`src/rtl/lcd_pkg.sv`:
```
// lcd_pkg
//   Definitions shared by the LCD message scheduler, its round-robin
//   arbiter and the LCD1604 controller it feeds.
//   Contents:
//     sched_state_t   scheduler FSM states (IDLE, HOLD)
//     LCD_MSG_WIDTH   default width of a message code
//     LCD_IDLE_MSG    default code shown after reset, before any grant
//     MSG_*           named message codes understood by LCD1604_controller
package lcd_pkg;

  typedef enum logic {
    IDLE = 1'b0,
    HOLD = 1'b1
  } sched_state_t;

  localparam int         LCD_MSG_WIDTH = 4;
  localparam logic [3:0] LCD_IDLE_MSG  = 4'b0000;

  // Codes decoded by LCD1604_controller into full screen texts
  localparam logic [3:0] MSG_BLANK      = 4'h0;
  localparam logic [3:0] MSG_WELCOME    = 4'h1;
  localparam logic [3:0] MSG_PLAYING    = 4'h2;
  localparam logic [3:0] MSG_WIN        = 4'h3;
  localparam logic [3:0] MSG_LOSE       = 4'h4;
  localparam logic [3:0] MSG_TEMP_HIGH  = 4'h5;
  localparam logic [3:0] MSG_TEMP_OK    = 4'h6;
  localparam logic [3:0] MSG_SENSOR_ERR = 4'h7;
  localparam logic [3:0] MSG_FAULT      = 4'hF;

endpackage

```
`src/rtl/rr_arbiter.sv`:
```
// rr_arbiter
//   Combinational round-robin arbiter. The search for a requester begins
//   at i_ptr and wraps around, so the first set request bit at or after
//   the pointer wins.
//   Ports:
//     i_req     requests, one bit per source
//     i_ptr     index where the search begins
//     o_grant   one-hot grant (all zero when nothing requests)
//     o_idx     encoded index of the granted source
//     o_anyReq  high when at least one request bit is set
module rr_arbiter
  import lcd_pkg::*;
#(
  parameter int NUM_REQ = 4
) (
  input  logic [NUM_REQ-1:0]         i_req,
  input  logic [$clog2(NUM_REQ)-1:0] i_ptr,
  output logic [NUM_REQ-1:0]         o_grant,
  output logic [$clog2(NUM_REQ)-1:0] o_idx,
  output logic                       o_anyReq
);

  localparam int IDX_W = $clog2(NUM_REQ);

  // Walk the sources starting from the pointer; the first hit wins and
  // later hits are masked off by the found flag so the grant stays one-hot.
  always_comb begin : search
    logic             found;
    logic [IDX_W-1:0] cand;
    found    = 1'b0;
    cand     = '0;
    o_grant  = '0;
    o_idx    = '0;
    o_anyReq = |i_req;
    for (int off = 0; off < NUM_REQ; off++) begin
      cand = IDX_W'((int'(i_ptr) + off) % NUM_REQ);
      if (!found && i_req[cand]) begin
        found          = 1'b1;
        o_idx          = cand;
        o_grant[cand]  = 1'b1;
      end
    end
  end

endmodule

```
`src/rtl/lcd_msg_scheduler.sv`:
```
// lcd_msg_scheduler
//   Shares one LCD1604 controller between several message sources. One
//   source is granted at a time in round-robin order; its code is latched
//   and held on the display for at least HOLD_CYCLES clocks before the
//   next source may be served. All outputs are registered.
//   Ports:
//     clk          system clock
//     reset        synchronous, active-high
//     req_i        per-source request level
//     msg_i        packed codes, source i at [i*MSG_WIDTH +: MSG_WIDTH]
//     ack_o        one-cycle grant pulse to the winning source
//     mensaje      code driven to the controller
//     ready_o      controller ready_i, high while a message is held
//     busy_o       high while in HOLD
//     active_id_o  index of the source currently displayed
module lcd_msg_scheduler
  import lcd_pkg::*;
#(
  parameter int                   NUM_REQ     = 4,
  parameter int                   MSG_WIDTH   = LCD_MSG_WIDTH,
  parameter int                   HOLD_CYCLES = 50,
  parameter logic [MSG_WIDTH-1:0] IDLE_MSG    = MSG_WIDTH'(LCD_IDLE_MSG)
) (
  input  logic                           clk,
  input  logic                           reset,
  input  logic [NUM_REQ-1:0]             req_i,
  input  logic [NUM_REQ*MSG_WIDTH-1:0]   msg_i,
  output logic [NUM_REQ-1:0]             ack_o,
  output logic [MSG_WIDTH-1:0]           mensaje,
  output logic                           ready_o,
  output logic                           busy_o,
  output logic [$clog2(NUM_REQ)-1:0]     active_id_o
);

  localparam int IDX_W = $clog2(NUM_REQ);
  localparam int CNT_W = $clog2(HOLD_CYCLES + 1);

  sched_state_t         r_state;
  logic [CNT_W-1:0]     r_holdCnt;
  logic [IDX_W-1:0]     r_ptr;
  logic [MSG_WIDTH-1:0] r_msg;
  logic [NUM_REQ-1:0]   r_ack;
  logic                 r_ready;
  logic                 r_busy;
  logic [IDX_W-1:0]     r_activeId;

  logic [NUM_REQ-1:0]   w_grant;
  logic [IDX_W-1:0]     w_idx;
  logic                 w_anyReq;
  logic                 w_grantNow;
  logic [IDX_W-1:0]     w_nextPtr;
  logic [MSG_WIDTH-1:0] w_msgSel;

  rr_arbiter #(
    .NUM_REQ (NUM_REQ)
  ) u_arb (
    .i_req    (req_i),
    .i_ptr    (r_ptr),
    .o_grant  (w_grant),
    .o_idx    (w_idx),
    .o_anyReq (w_anyReq)
  );

  // A grant is only allowed from IDLE or once the dwell has fully elapsed;
  // during the rest of HOLD the requests are deliberately ignored.
  assign w_grantNow = w_anyReq && ((r_state == IDLE) || (r_holdCnt == '0));

  // Next search starts just after the winner, wrapping for any NUM_REQ.
  assign w_nextPtr  = (w_idx == IDX_W'(NUM_REQ - 1)) ? '0 : w_idx + IDX_W'(1);

  assign w_msgSel   = msg_i[int'(w_idx)*MSG_WIDTH +: MSG_WIDTH];

  // Scheduler FSM. The counter is loaded with HOLD_CYCLES-1 at each grant
  // so ready_o covers exactly HOLD_CYCLES cycles; it only counts down, and
  // only a grant reloads it. Leaving HOLD keeps mensaje and active_id_o so
  // the last message stays on screen.
  always_ff @(posedge clk) begin
    if (reset) begin
      r_state    <= IDLE;
      r_holdCnt  <= '0;
      r_ptr      <= '0;
      r_msg      <= IDLE_MSG;
      r_ack      <= '0;
      r_ready    <= 1'b0;
      r_busy     <= 1'b0;
      r_activeId <= '0;
    end else begin
      r_ack <= '0;
      if (w_grantNow) begin
        r_state    <= HOLD;
        r_holdCnt  <= CNT_W'(HOLD_CYCLES - 1);
        r_ptr      <= w_nextPtr;
        r_msg      <= w_msgSel;
        r_ack      <= w_grant;
        r_ready    <= 1'b1;
        r_busy     <= 1'b1;
        r_activeId <= w_idx;
      end else if (r_state == HOLD) begin
        if (r_holdCnt != '0) begin
          r_holdCnt <= r_holdCnt - CNT_W'(1);
        end else begin
          r_state <= IDLE;
          r_ready <= 1'b0;
          r_busy  <= 1'b0;
        end
      end
    end
  end

  assign ack_o       = r_ack;
  assign mensaje     = r_msg;
  assign ready_o     = r_ready;
  assign busy_o      = r_busy;
  assign active_id_o = r_activeId;

endmodule

```
`config.mk`:
```
export PLATFORM = sky130hd
export DESIGN_NAME = lcd_msg_scheduler
export DESIGN_NICKNAME = d
export VERILOG_FILES = /design/src/rtl/lcd_pkg.sv /design/src/rtl/rr_arbiter.sv /design/src/rtl/lcd_msg_scheduler.sv
export SDC_FILE = /design/constraint.sdc
export NUM_CORES = 1
export LEC_CHECK = 0
export ABC_CLOCK_PERIOD_IN_PS = 3300
export CORE_MARGIN = 2
export CORE_UTILIZATION = 45
export DETAILED_ROUTE_END_ITERATION = 10
export GPL_TIMING_DRIVEN = 0
export PLACE_DENSITY = 0.76
export SYNTH_ARGS = -nofsm -noshare
export SYNTH_HDL_FRONTEND = slang
export SYNTH_SLANG_ARGS = --single-unit
```
`constraint.sdc`:
```
create_clock -name clk -period 3.3 [get_ports clk]
set_input_delay 0.99 -clock clk [delete_from_list [all_inputs] [get_ports clk]]
set_output_delay 0.99 -clock clk [all_outputs]
set_load 0.02 [all_outputs]
```
Word level (Yosys, flattened, before mapping)
Cells that the tools add are included.
- register bits: 20
- bits in latches: 0
- bits in writable memories: 0
- bits in read-only memories: 0
- input port bits: 22
- output and inout port bits: 12
- logic and storage cells: 88
- memories kept: 0
- add/sub/neg operators: 5
- multipliers: 0
- divide/modulo/power cells: 0
- magnitude comparators: 8
- eq/ne operators: 2
- shifts and indexed selects: 1
- multiplexer cells: 37
- bitwise operators: 5
- reductions and logical operators: 22
- operators by type and width (kind ; count):
    $mux W6 ; 3
    $mux W1 ; 17
    $mux W4 ; 4
    $shiftx A16 B5 Y4 ; 1
    $lt A2 B3 Y1 const B ; 4
    $or A4 B4 Y4 ; 3
    $mux W2 ; 5
    $bmux W1 S2 ; 4
    $demux W1 S2 ; 4
    $ge A2 B1 Y1 const B ; 4
    $logic_and A1 B1 Y1 ; 8
    $logic_not A6 Y1 ; 1
    $reduce_and A2 Y1 ; 3
    $reduce_bool A6 Y1 ; 1
    $sub A6 B1 Y6 const B ; 1
    $add A2 B1 Y2 const B ; 2
    $add A2 B2 Y2 const B ; 2
    $reduce_bool A2 Y1 ; 2
    $reduce_or A2 Y1 ; 2
    $reduce_or A4 Y1 ; 1
    $logic_not A1 Y1 ; 3
    $eq A2 B2 Y1 const B ; 1
    $ne A2 B2 Y1 const B ; 1
    $not A1 Y1 ; 2
    $logic_or A1 B1 Y1 ; 1

Longest topological paths before layout
- word-level depth: 14
- mapped depth: 13
- gate-level depth less buffers: 10

By module
From an unflattened synthesis, not the netlist that was laid out.
- cell total of the unflattened synthesis: 143
- area total of the unflattened synthesis: 1392.6 sq um
- by module, submodules not included (module ; times used ; cells an instance ; area an instance (sq um) ; seq. area each (sq um)):
    lcd_msg_scheduler ; 1 ; 92 ; 945.9 ; 400.4
    rr_arbiter ; 1 ; 51 ; 446.7 ; 0.0

Least setup slack after synthesis
Ideal clock, no wire load.
- path type: register to register
- start: register r_ptr[0]
- end: register r_ptr[0]
- setup time: 0.071 ns
- data arrival time: 2.968 ns
- required time: 3.229 ns
- setup slack: 0.261 ns
- cell stages (with the launch flop): 14
- path buffers: 3
- clock period less this slack: 3.039 ns
- path through: dfxtp_1 buf_2 inv_1 ha_1 buf_6 mux4_2 o21bai_1 nand3b_1 and2_4 buf_12 inv_4 ha_1 or3_1 a21oi_1
- word-level cells in the longest chain between the ends: 14
- elaborated cells on any way between the ends: 27
- those cells by class: add/sub (4); eq/ne (1); mux (16); reduce/logical (6)
- RTL lines (item ; line ; RTL):
    from (decl) ; lcd_msg_scheduler.sv:40 ; logic [IDX_W-1:0] r_ptr;
    from (signal assigned) ; lcd_msg_scheduler.sv:92 ; r_ptr <= w_nextPtr;
    parallel branches: the longest is 11 deep, another holds $add A2 B1 Y2 ; -- ;
    $mux W2 * ; rr_arbiter.sv:37 ; if (!found && i_req[cand]) begin
    named net u_arb.o_idx[0] ; rr_arbiter.sv:19 ; output logic [$clog2(NUM_REQ)-1:0] o_idx,
    $add A2 B1 Y2 or $eq A2 B2 Y1 (tied branches) ; lcd_msg_scheduler.sv:69 ; assign w_nextPtr = (w_idx == IDX_W'(NUM_REQ - 1)) ? '0 : w_idx + IDX_W'(1);
    $mux W2 * ; lcd_msg_scheduler.sv:69 ;
Mark *: on every way through the listed nets, which the timed path passes. The select of a mux whose other input is x is not followed.
A chain may end at the register's enable or synchronous reset.

Final worst setup path
- start: input req_i[1]
- end: register r_ptr[0]
- word-level cells in the longest chain between the ends: 14
- elaborated cells on any way between the ends: 26
- those cells by class: add/sub (1); eq/ne (1); mux (16); reduce/logical (8)
- RTL lines (item ; line ; RTL):
    from (decl) ; lcd_msg_scheduler.sv:26 ; input logic [NUM_REQ-1:0] req_i,
    $bmux W1 S2 ; rr_arbiter.sv:37 ;
    $mux W1 (not written as such) ; rr_arbiter.sv:37 ;
    $mux W1 ; rr_arbiter.sv:37 ;
    $logic_not A1 Y1 ; rr_arbiter.sv:37 ;
    $logic_and A1 B1 Y1 ; rr_arbiter.sv:37 ;
    $mux W1 ; rr_arbiter.sv:37 ;
    $logic_not A1 Y1 ; rr_arbiter.sv:37 ;
    $logic_and A1 B1 Y1 ; rr_arbiter.sv:37 ;
    $mux W1 ; rr_arbiter.sv:37 ;
    $logic_not A1 Y1 ; rr_arbiter.sv:37 ;
    $logic_and A1 B1 Y1 ; rr_arbiter.sv:37 ;
    $mux W2 * ; rr_arbiter.sv:37 ;
    named net u_arb.o_idx[0] ; rr_arbiter.sv:19 ;
    $add A2 B1 Y2 or $eq A2 B2 Y1 (tied branches) ; lcd_msg_scheduler.sv:69 ;
    $mux W2 * ; lcd_msg_scheduler.sv:69 ;
Mark *: on every way through the listed nets, which the timed path passes. The rest lies on a longest branch. The select of a mux whose other input is x is not followed.

==> flow_summary.toml <==
[clock_tree]
clkSinkCount = 20
worst_skew_pair_latency_ns = 0.30
cts_inserted_buffers = 3
tritoncts = "built"
cts.path.max_buffers = 2
clk_root_buffer_cell = "sky130_fd_sc_hd__clkbuf_4"
cts.clk_slew.worst_paths_ns = 0.11
clock_tree.htree_level_count = 1

[synth]
ys_dominant_reg_cell = "sky130_fd_sc_hd__dfxtp_1"
syn_inst = 159
post-synth-top-area-cell = "sky130_fd_sc_hd__dfxtp_1"
ys_async_sr_fraction_pct = 0
synth-edff-count = 0
ys_types = 45
synth_top_cells_by_area = "sky130_fd_sc_hd__dfxtp_1 29%, sky130_fd_sc_hd__ha_1 7.1%, sky130_fd_sc_hd__nor2_1 6.4%, sky130_fd_sc_hd__mux2i_1 5.7%, sky130_fd_sc_hd__nand2_1 5.4%"
yosys_warnings = 0
yosysTopAreaCellShare_pct = 28.6
synth-seq-cells = 20
synth_seq_area_share_pct = 28.6
syn_avg_cell_area_sq_um = 8.81
post_synth_instance_area_sq_um = 1400
syn_nets = 189

[timing]
rsz_0062_raised_after_global_routing = "no"
worst_margin_pin_slew_ns = 0.822
hold_viol_final = 0
layout_min_cycle_time_ns = 3.20
layout_worst_path_cycle_share_pct = 96.9
setup_total_negative_slack_ns = 0
finalSetupViolCount = 0
worst_clock_skew_ns = 0.00731
timing_max_transition_violations_final = 0
hold-worst-slack_ns = 0.481
relSlewSlack_pct = 44.7
postLayoutSetupSlackWorst_ns = 0.102
fmax_mhz = 313

[floorplanning]
floorplan.rows = 20
core_sq_um = 3000
die_h_microns = 59.8
floorplan.initialDensity_pct = 46.6
die_x_microns = 59.8
dieArea_sq_um = 3570
ios = 34

[outcome]
status = "complete, no violations"

[hold_path]
timing.hold.worst.start = "active_id_o[1]"
min-delay-path-class = "reg2reg"

[critical_path]
worst_setup_path_end_kind = "register"
timing.setup.critical_path_class = "in2reg"
critPathLaunch = "req_i[1]"
critPathArrivalTime_ns = 3.43
critPathMaxFanout = 10
cp-start-kind = "input pin"
crit_required_ns = 3.53
regToRegStartpoint = "r_ptr[0]"

[placed_design]
gpl.final_weighted_congestion = 0.813
dpl_cell_area_sq_um = 1740
place_hpwl_microns = 2510
dp_worst_setup_slack_ns = -0.226
port_buffers = 30

[drt]
highest-signal-layer = "met4"
wire_length_on_met3_microns = 78
routed_wire_length_per_instance_microns = 14.4
post_drt_via_cell_ratio = 5.65
m1WireLength_microns = 1430
met2RoutedLength_microns = 1750
drt_iter0_drc = 50
drcViolationCount = 0
detailedRoute.firstPassIterationCount = 5
detail-route-antenna-nets = 0
wirelength_microns = 3330
dr_total_vias = 1305

[global_routing]
grt_first_pass_wirelength_microns = 5290
grt_start_max_net_pins = 12
grt_remaining_overflow = 0
tot_gr_track_use_pct = 19.3
grt_pass1_vias = 1227
antenna_found_initial = 0

[layout]
fillCellCount = 260
stdcell_area_sq_um = 1850
layout_common_cells = "30 x sky130_fd_sc_hd__clkdlybuf4s50_1, 24 x sky130_fd_sc_hd__nor2_1, 20 x sky130_fd_sc_hd__nand2_1"
antenna_cells_inserted = 0
finish.net_count = 229
layout.cells.most_common = "sky130_fd_sc_hd__clkdlybuf4s50_1"
layout-area-overhead-vs-synth_pct = 31.8
layout_cells_sized_above_1_pct = 16.7

[power]
static-leakage-power_nw = 0.757
power_density_nw_per_um2 = 751
irDropWorstVdd_mv = 0.378

[job]
max-cap-violations = 0
-- path summary, 6_finish.rpt --
| path | to | slack (ns) | depth (start not counted) |
|---|---|---|---|
| max reg2reg | r_ptr[1] | 0.18 | 12 |
| min reg2reg | active_id_o[1] | 0.48 | 2 |
| max | r_ptr[0] | 0.10 | 11 |
| min | active_id_o[1] | 0.48 | 2 |
-- cell type report --
cell class	instances	area, sq um	area share [%]
tap	33	41.3	2.24
sequential	20	402	21.8
inverter	8	32.5	1.76
buffer	11	88.8	4.81
multi-input combinational	120	907	49.2
clock buffer	4	36.3	1.97
timing repair buffer	35	338	18.3
-- kinds of logic after synthesis --
| kind of cell | synth area share (%) |
|---|---|
| simple gates | 22.5 |
| buf+inv | 7.78 |
| mux | 13.2 |
| xor+xnor | 0.626 |
| flops | 28.6 |
| fa+ha+maj | 7.15 |
| compound gates | 20.1 |
-- where the power goes --
group	total (mW)	switching (mW)	internal [mW]
clock network	0.139	0.0715	0.0673
logic	0.904	0.450	0.454
registers	0.343	0.0407	0.302
-- Yosys cell counts, types with 2 or more instances --
master / number
sky130_fd_sc_hd__nor3_1: 2
sky130_fd_sc_hd__a221oi_1: 4
sky130_fd_sc_hd__o221ai_1: 3
sky130_fd_sc_hd__mux4_2: 3
sky130_fd_sc_hd__buf_2: 6
sky130_fd_sc_hd__nor4_1: 2
sky130_fd_sc_hd__a22oi_1: 4
sky130_fd_sc_hd__nand3b_1: 4
sky130_fd_sc_hd__ha_1: 8
sky130_fd_sc_hd__nor2b_1: 2
sky130_fd_sc_hd__a211oi_1: 3
sky130_fd_sc_hd__nor2_1: 24
sky130_fd_sc_hd__or3_1: 3
sky130_fd_sc_hd__clkbuf_1: 2
sky130_fd_sc_hd__dfxtp_1: 20
sky130_fd_sc_hd__nand2_1: 20
sky130_fd_sc_hd__mux2i_1: 8
sky130_fd_sc_hd__a21oi_1: 8
sky130_fd_sc_hd__inv_1: 7
-- through the flow --
| stage | std cells | util, % | power (mW) |
|---|---|---|---|
| 2_1_floorplan | 159 | - | 0.963 |
| 3_3_place_gp | 222 | 58.0 | 1.15 |
| 3_5_place_dp | 222 | 58.0 | 1.18 |
| 4_1_cts | 226 | 59.3 | 1.32 |
| 5_1_grt | 231 | 61.5 | 1.49 |
| 6_report | 231 | 61.5 | 1.39 |
-- registers in the layout (all words and copies together), names as in the netlist --
| name | count |
|---|---|
| mensaje | 4 |
| ack_o | 4 |
| r_ptr | 2 |
| active_id_o | 2 |
| busy_o | 1 |
| r_holdCnt | 6 |
| r_state | 1 |
-- routing by layer --
metal  vias to the layer above  GRT usage, %
met3                        10          3.68
met2                        26          33.4
met4                         0          8.25
met1                       611          23.2
met5                         -             0
li1                        658             -
-- worst max-delay path, cell delays in order --
cell and delay, ns:
sky130_fd_sc_hd__clkdlybuf4s50_1 0.44, sky130_fd_sc_hd__buf_6 0.15, sky130_fd_sc_hd__mux4_2 0.52, sky130_fd_sc_hd__nor2b_4 0.18, sky130_fd_sc_hd__o21ai_2 0.12, sky130_fd_sc_hd__and2_4 0.17
sky130_fd_sc_hd__buf_12 0.14, sky130_fd_sc_hd__inv_4 0.03, sky130_fd_sc_hd__ha_1 0.16, sky130_fd_sc_hd__or3_1 0.39, sky130_fd_sc_hd__a21oi_2 0.13
-- timing repair --
| item | CTS | global route |
|---|---|---|
| gates resized for setup | 2 | 8 |
| buffers inserted | 0 | 5 |
| hold buffers | 0 | 0 |
| setup endpoints to repair | 1 | 3 |
| pin swaps | 0 | 1 |
Note: power is estimated with default switching activity, not from simulation.
==> patch 1: new RTL, same settings <==
`NUM_REQ` is set to 4 in 2 places; all go to 2.
--- a/src/rtl/rr_arbiter.sv
+++ b/src/rtl/rr_arbiter.sv
@@ -13,3 +13,3 @@
 #(
-  parameter int NUM_REQ = 4
+  parameter int NUM_REQ = 2
 ) (
--- a/src/rtl/lcd_msg_scheduler.sv
+++ b/src/rtl/lcd_msg_scheduler.sv
@@ -18,3 +18,3 @@
 #(
-  parameter int                   NUM_REQ     = 4,
+  parameter int                   NUM_REQ     = 2,
   parameter int                   MSG_WIDTH   = LCD_MSG_WIDTH,
Interface: changed (resized ack_o, active_id_o, msg_i and req_i); port bits go from 34 to 21. No check against the original RTL was run, so the function may have changed too.
==> patch 1 against the original RTL <==
Clock power shrank 4%; non-clock buffer count shrank 21; area after synthesis shrank 40%; register-to-register slack gained 1200 ps; power shrank 63%; die area shrank 38%; wire length shrank 39%; cell area shrank 40%; setup slack gained 800 ps; largest power group is now registers; sequential cell count shrank 4.
==> patch 1: results (changes against the original RTL) <==
- CP peak stage delay: 580 ps (+60 ps)
- Met3 WL post-DR: 136 µm (+74%)
- Top Family by Delay on Critical Path: compound AO/OA/AOI/OAI gates
- Largest net degree at the start of global routing: 11 (-1)
- Post-DP Area: 0.00107 mm² (-39%)
- Met1 wire length: 879 µm (-39%)
- Cells after Synth: 91 (-43%)
- Sequential Power Share: 45.1% (+20 points)
- Vias in the first global route: 783 (-36%)
- Final #Nets: 130 (-43%)
- Worst slew pin tran: 628 ps (-194 ps)
- Leak pwr: 0.412 nW (-46%)
- Synth unique cells: 38 (-16%)
- Main area contributors after synthesis: dfxtp_1, o32ai_1, a32oi_1
- Hold_sp: mensaje[2]
- DR iter-0 viols: 38 (-24%)
- WL/cell: 14.6 µm (+1.1%)
- Gr usage total: 22.0% (+2.6 points)
- Syn nets: 105 (-44%)
- Post-cts gate resize count: 0 (-2)
- R2r setup slk: 1350 ps (+1170 ps)
- GPL Wtd Cong: 0.814 (+0.20%)
- Max VDD drop: 0.243 mV (-36%)
- Detailed-route via count: 828 (-37%)
- Reg-to-Reg End: r_holdCnt[1]
- Setup Skew: 5.48 ps (-1.84 ps)
- Met2 Usage GRT: 36.7% (+3.3 points)
- DP HPWL: 1460 µm (-42%)
- R2R depth: 5 (-7)
- Slowest cell on crit path: a21boi_0
- Reg-to-reg critical path startpoint: r_holdCnt[0]
- Port buffer count: 20 (-33%)
- Register Area: 320 µm² (-20%)
- First-pass GRT wire length: 3350 µm (-37%)
- Worst setup endpoint: mensaje[0]
- Met2 WL: 973 µm (-44%)
- WHS: 486 ps (+4.81 ps)
- Outcome: finished clean
- Fill count: 150 (-42%)
- Share of post-route cells with drive strength above 1: 9.57% (-7.1 points)
- Sequential power: 234 µW (-32%)
- Comb power frac: 29.3% (-36 points)
- Top cells by count, synth: dfxtp_1, inv_1, nand2_1
- Psw: 164 µW (-71%)
- CP arrival: 2610 ps (-820 ps)
- Vias/cell: 5.91 (+4.7%)
- Placed Instances: 136 (-39%)
- CTS H-tree lvls: 1 (unchanged)
- Met1 GRT Util: 26.5% (+3.3 points)
- Seq/Total Area, Yosys: 38.3% (+9.7 points)
- Max reg flops: 6 (unchanged)
- Fin crit share: 72.7% (-24 points)
- Pre-CTS WS: 607 ps (+833 ps)
[patch 1: changes by cell type after synthesis, moves of 4 or more]
cell / change
a221oi_1: -4
a22oi_1: -4
ha_1: -6
o32ai_1: +4
nand3b_1: -4
a21oi_1: -5
mux2i_1: -8
dfxtp_1: -4
buf_2: -6
nor2_1: -19
nand2_1: -14
[patch 1: kinds of logic after synthesis]
| logic type | Yosys count | share of synthesized area (%) |
|---|---|---|
| DFF | 16 | 38.3 |
| adders and majority gates | 2 | 2.99 |
| muxes | 1 | 1.35 |
| AOI/OAI and AO/OA | 26 | 26.5 |
| buffers and inverters | 11 | 5.39 |
| and+or+nand+nor | 35 | 25.5 |
[patch 1: worst register-to-register path: stages (launching register included)]
cell	delay [ps]
dfxtp_1	360
inv_1	90
ha_1	240
nor4b_1	510
a21boi_1	320
mux2_2	340
[patch 1: cell type report]
class	count	area share, %
clock buffer	4	3.29
timing repair buffer	20	18.1
buffer	5	2.04
multi-input combinational	64	42.6
inverter	6	2.04
sequential	16	29.0
tap	25	2.83
==> patch 2: new RTL, same flow settings <==
Without the edit above. Make the reset (`reset`) asynchronous in one clocked block.
--- a/src/rtl/lcd_msg_scheduler.sv
+++ b/src/rtl/lcd_msg_scheduler.sv
@@ -76,3 +76,3 @@
   // the last message stays on screen.
-  always_ff @(posedge clk) begin
+  always_ff @(posedge clk or posedge reset) begin
     if (reset) begin
Check against the original RTL: differs if reset is asserted again (counterexample within 4 cycles, from zero or initial values and one cycle with reset high); with reset held inactive, the same outputs for 10 cycles.
==> patch 2 against the original RTL <==
Register-to-register slack got worse by 60 ps; sequential cell count unchanged; global-route usage grew 1.4 points; die area increased by 6.3%; setup slack improved by 11 ps; wire length is 11% higher; cell area increased by 5.6%; critical path depth is 4 lower; area after synthesis grew 6.8%; via count up 8.6%; largest cell class unchanged.
Power is not compared: it rests on default switching activity, and its combinational part moved more than twofold at a synthesized area within 25%.
==> patch 2: results (changes against the original RTL) <==
- Outcome: finished clean
- Drt first pass iters: 4 (-1)
- Multi-input comb cells: 121 (+0.83%)
- CP peak stage delay: 570 ps (+50 ps)
- Final #Nets: 232 (+1.3%)
- Mux cell area share after synthesis: 12.1% (-1.2 points)
- Post-synthesis compound-gate area fraction: 23.1% (+3.0 points)
- Synth unique cells: 44 (-2.2%)
- Share of flip-flops with an asynchronous set or reset: 100% (+100 points)
- CTS hold repair buffers: 0 (unchanged)
- Top cells by count, synth: nor2_1, dfrtp_1, nand2_1
- TritonCTS buffer count: 3 (unchanged)
- DP HPWL: 2840 µm (+13%)
- Gr usage total: 20.8% (+1.4 points)
- Setup Skew: 10.5 ps (+3.14 ps)
- Buffer share of cell area: 21.0% (-2.1 points)
- Main area contributors after synthesis: dfrtp_1, ha_1, nor2_1
- Top Family by Delay on Critical Path: multiplexers
- GPL Wtd Cong: 0.838 (+3.1%)
- Final-layout clock-cell area share: 1.86% (-0.10 points)
- Root buffer cell: clkbuf_4
- Slowest cell on crit path: clkdlybuf4s50_1
- First-pass GRT wire length: 5850 µm (+11%)
- Crit Path Max Fanout: 9 (-1)
- Port buffer count: 32 (+6.7%)
- Most common flop cell mapped by yosys: dfrtp_1
- CP arrival: 3370 ps (-60 ps)
- Fill count: 285 (+9.6%)
- Xor and xnor area share after synthesis: 0.586% (-0.040 points)
- Initial antenna violation count: 0 (unchanged)
- Post-synthesis adder-cell area fraction: 7.53% (+0.38 points)
- Flip-flop and latch count: 20 (unchanged)
- Max reg flops: 6 (unchanged)
- Psw: 223 µW
- Seq/Total Area, Yosys: 33.5% (+4.9 points)
- Antenna Cells: 0 (unchanged)
- Fraction of area in registers: 25.7% (+4.0 points)
- Non-clk invs: 11 (+3)
- Clock latency on the worst-skew pair: 320 ps (+20 ps)
- Share of post-route cells with drive strength above 1: 14.5% (-2.2 points)
- Detailed-route via count: 1417 (+8.6%)
- Non-clock buffers: 44 (-4.3%)
- Vias in the first global route: 1313 (+7.0%)
- WL/cell: 15.2 µm (+5.5%)
- Largest net degree at the start of global routing: 21 (+9)
- DR iter-0 viols: 95 (+90%)
- Sequential Power Share: 39.9%
- Synth warn: 0 (unchanged)
- Relative max-transition margin: 47.6% (+2.9 points)
- Fraction of area in multi-input gates: 46.3% (-2.9 points)
- Syn nets: 191 (+1.1%)
-- patch 2: cell types whose count changed after synthesis, sizes merged, moves of 4 or more --
cell	delta
dfxtp	-20
nand2	-7
dfrtp	+20
o21ai	+9
buf	-4
-- patch 2: stage by stage --
| stage | setup slack, ps | std cells | area, µm² | power [mW] |
|---|---|---|---|---|
| final | 113 | 244 | 1950 | 0.669 |
| after global routing | 20.8 | 244 | 1950 | 0.704 |
| after CTS | 77.9 | 240 | 1910 | 0.662 |
| after detailed placement | -248 | 236 | 1870 | 0.514 |
| after global placement | -179 | 236 | 1870 | 0.505 |
| after floorplan | 427 | 160 | 1500 | 0.435 |
-- patch 2: per-layer routing --
metal | track usage [%] | part of all wire, %
met1 | 27.3 | 42
met2 | 34.1 | 52
met3 | 2.52 | 4.5
met4 | 9.42 | 1.5
met5 | 0 | 0
-- patch 2: timing repair --
item | CTS | global route
setup endpoints to repair | 2 | 5
hold endpoints to repair | 0 | 0
gates cloned | 0 | 0
pin swaps | 0 | 0
gates resized for setup | 1 | 3
buffers inserted | 0 | 4
-- patch 2: worst paths after layout --
kind,from,to,slack (ps),cells after the start
setup reg to reg,r_ptr[0],mensaje[0],120,10
min in group asynchronous,reset,active_id_o[1],1100,2
hold / removal,r_holdCnt[5],r_holdCnt[5],510,1
hold reg to reg,r_holdCnt[5],r_holdCnt[5],510,1
max in group asynchronous,reset,r_ptr[0],1650,2
setup / recovery,req_i[3],mensaje[0],110,7
-- patch 2: cell families (layout without fill, tap and decap cells) --
kind of cell	Yosys count	in the layout
DFF	20	20
xor gates and xnor gates	1	1
muxes	13	13
and+or+nand+nor	51	51
buffers and inverters	19	59
AOI/OAI and AO/OA	47	47
adders and majority gates	9	9
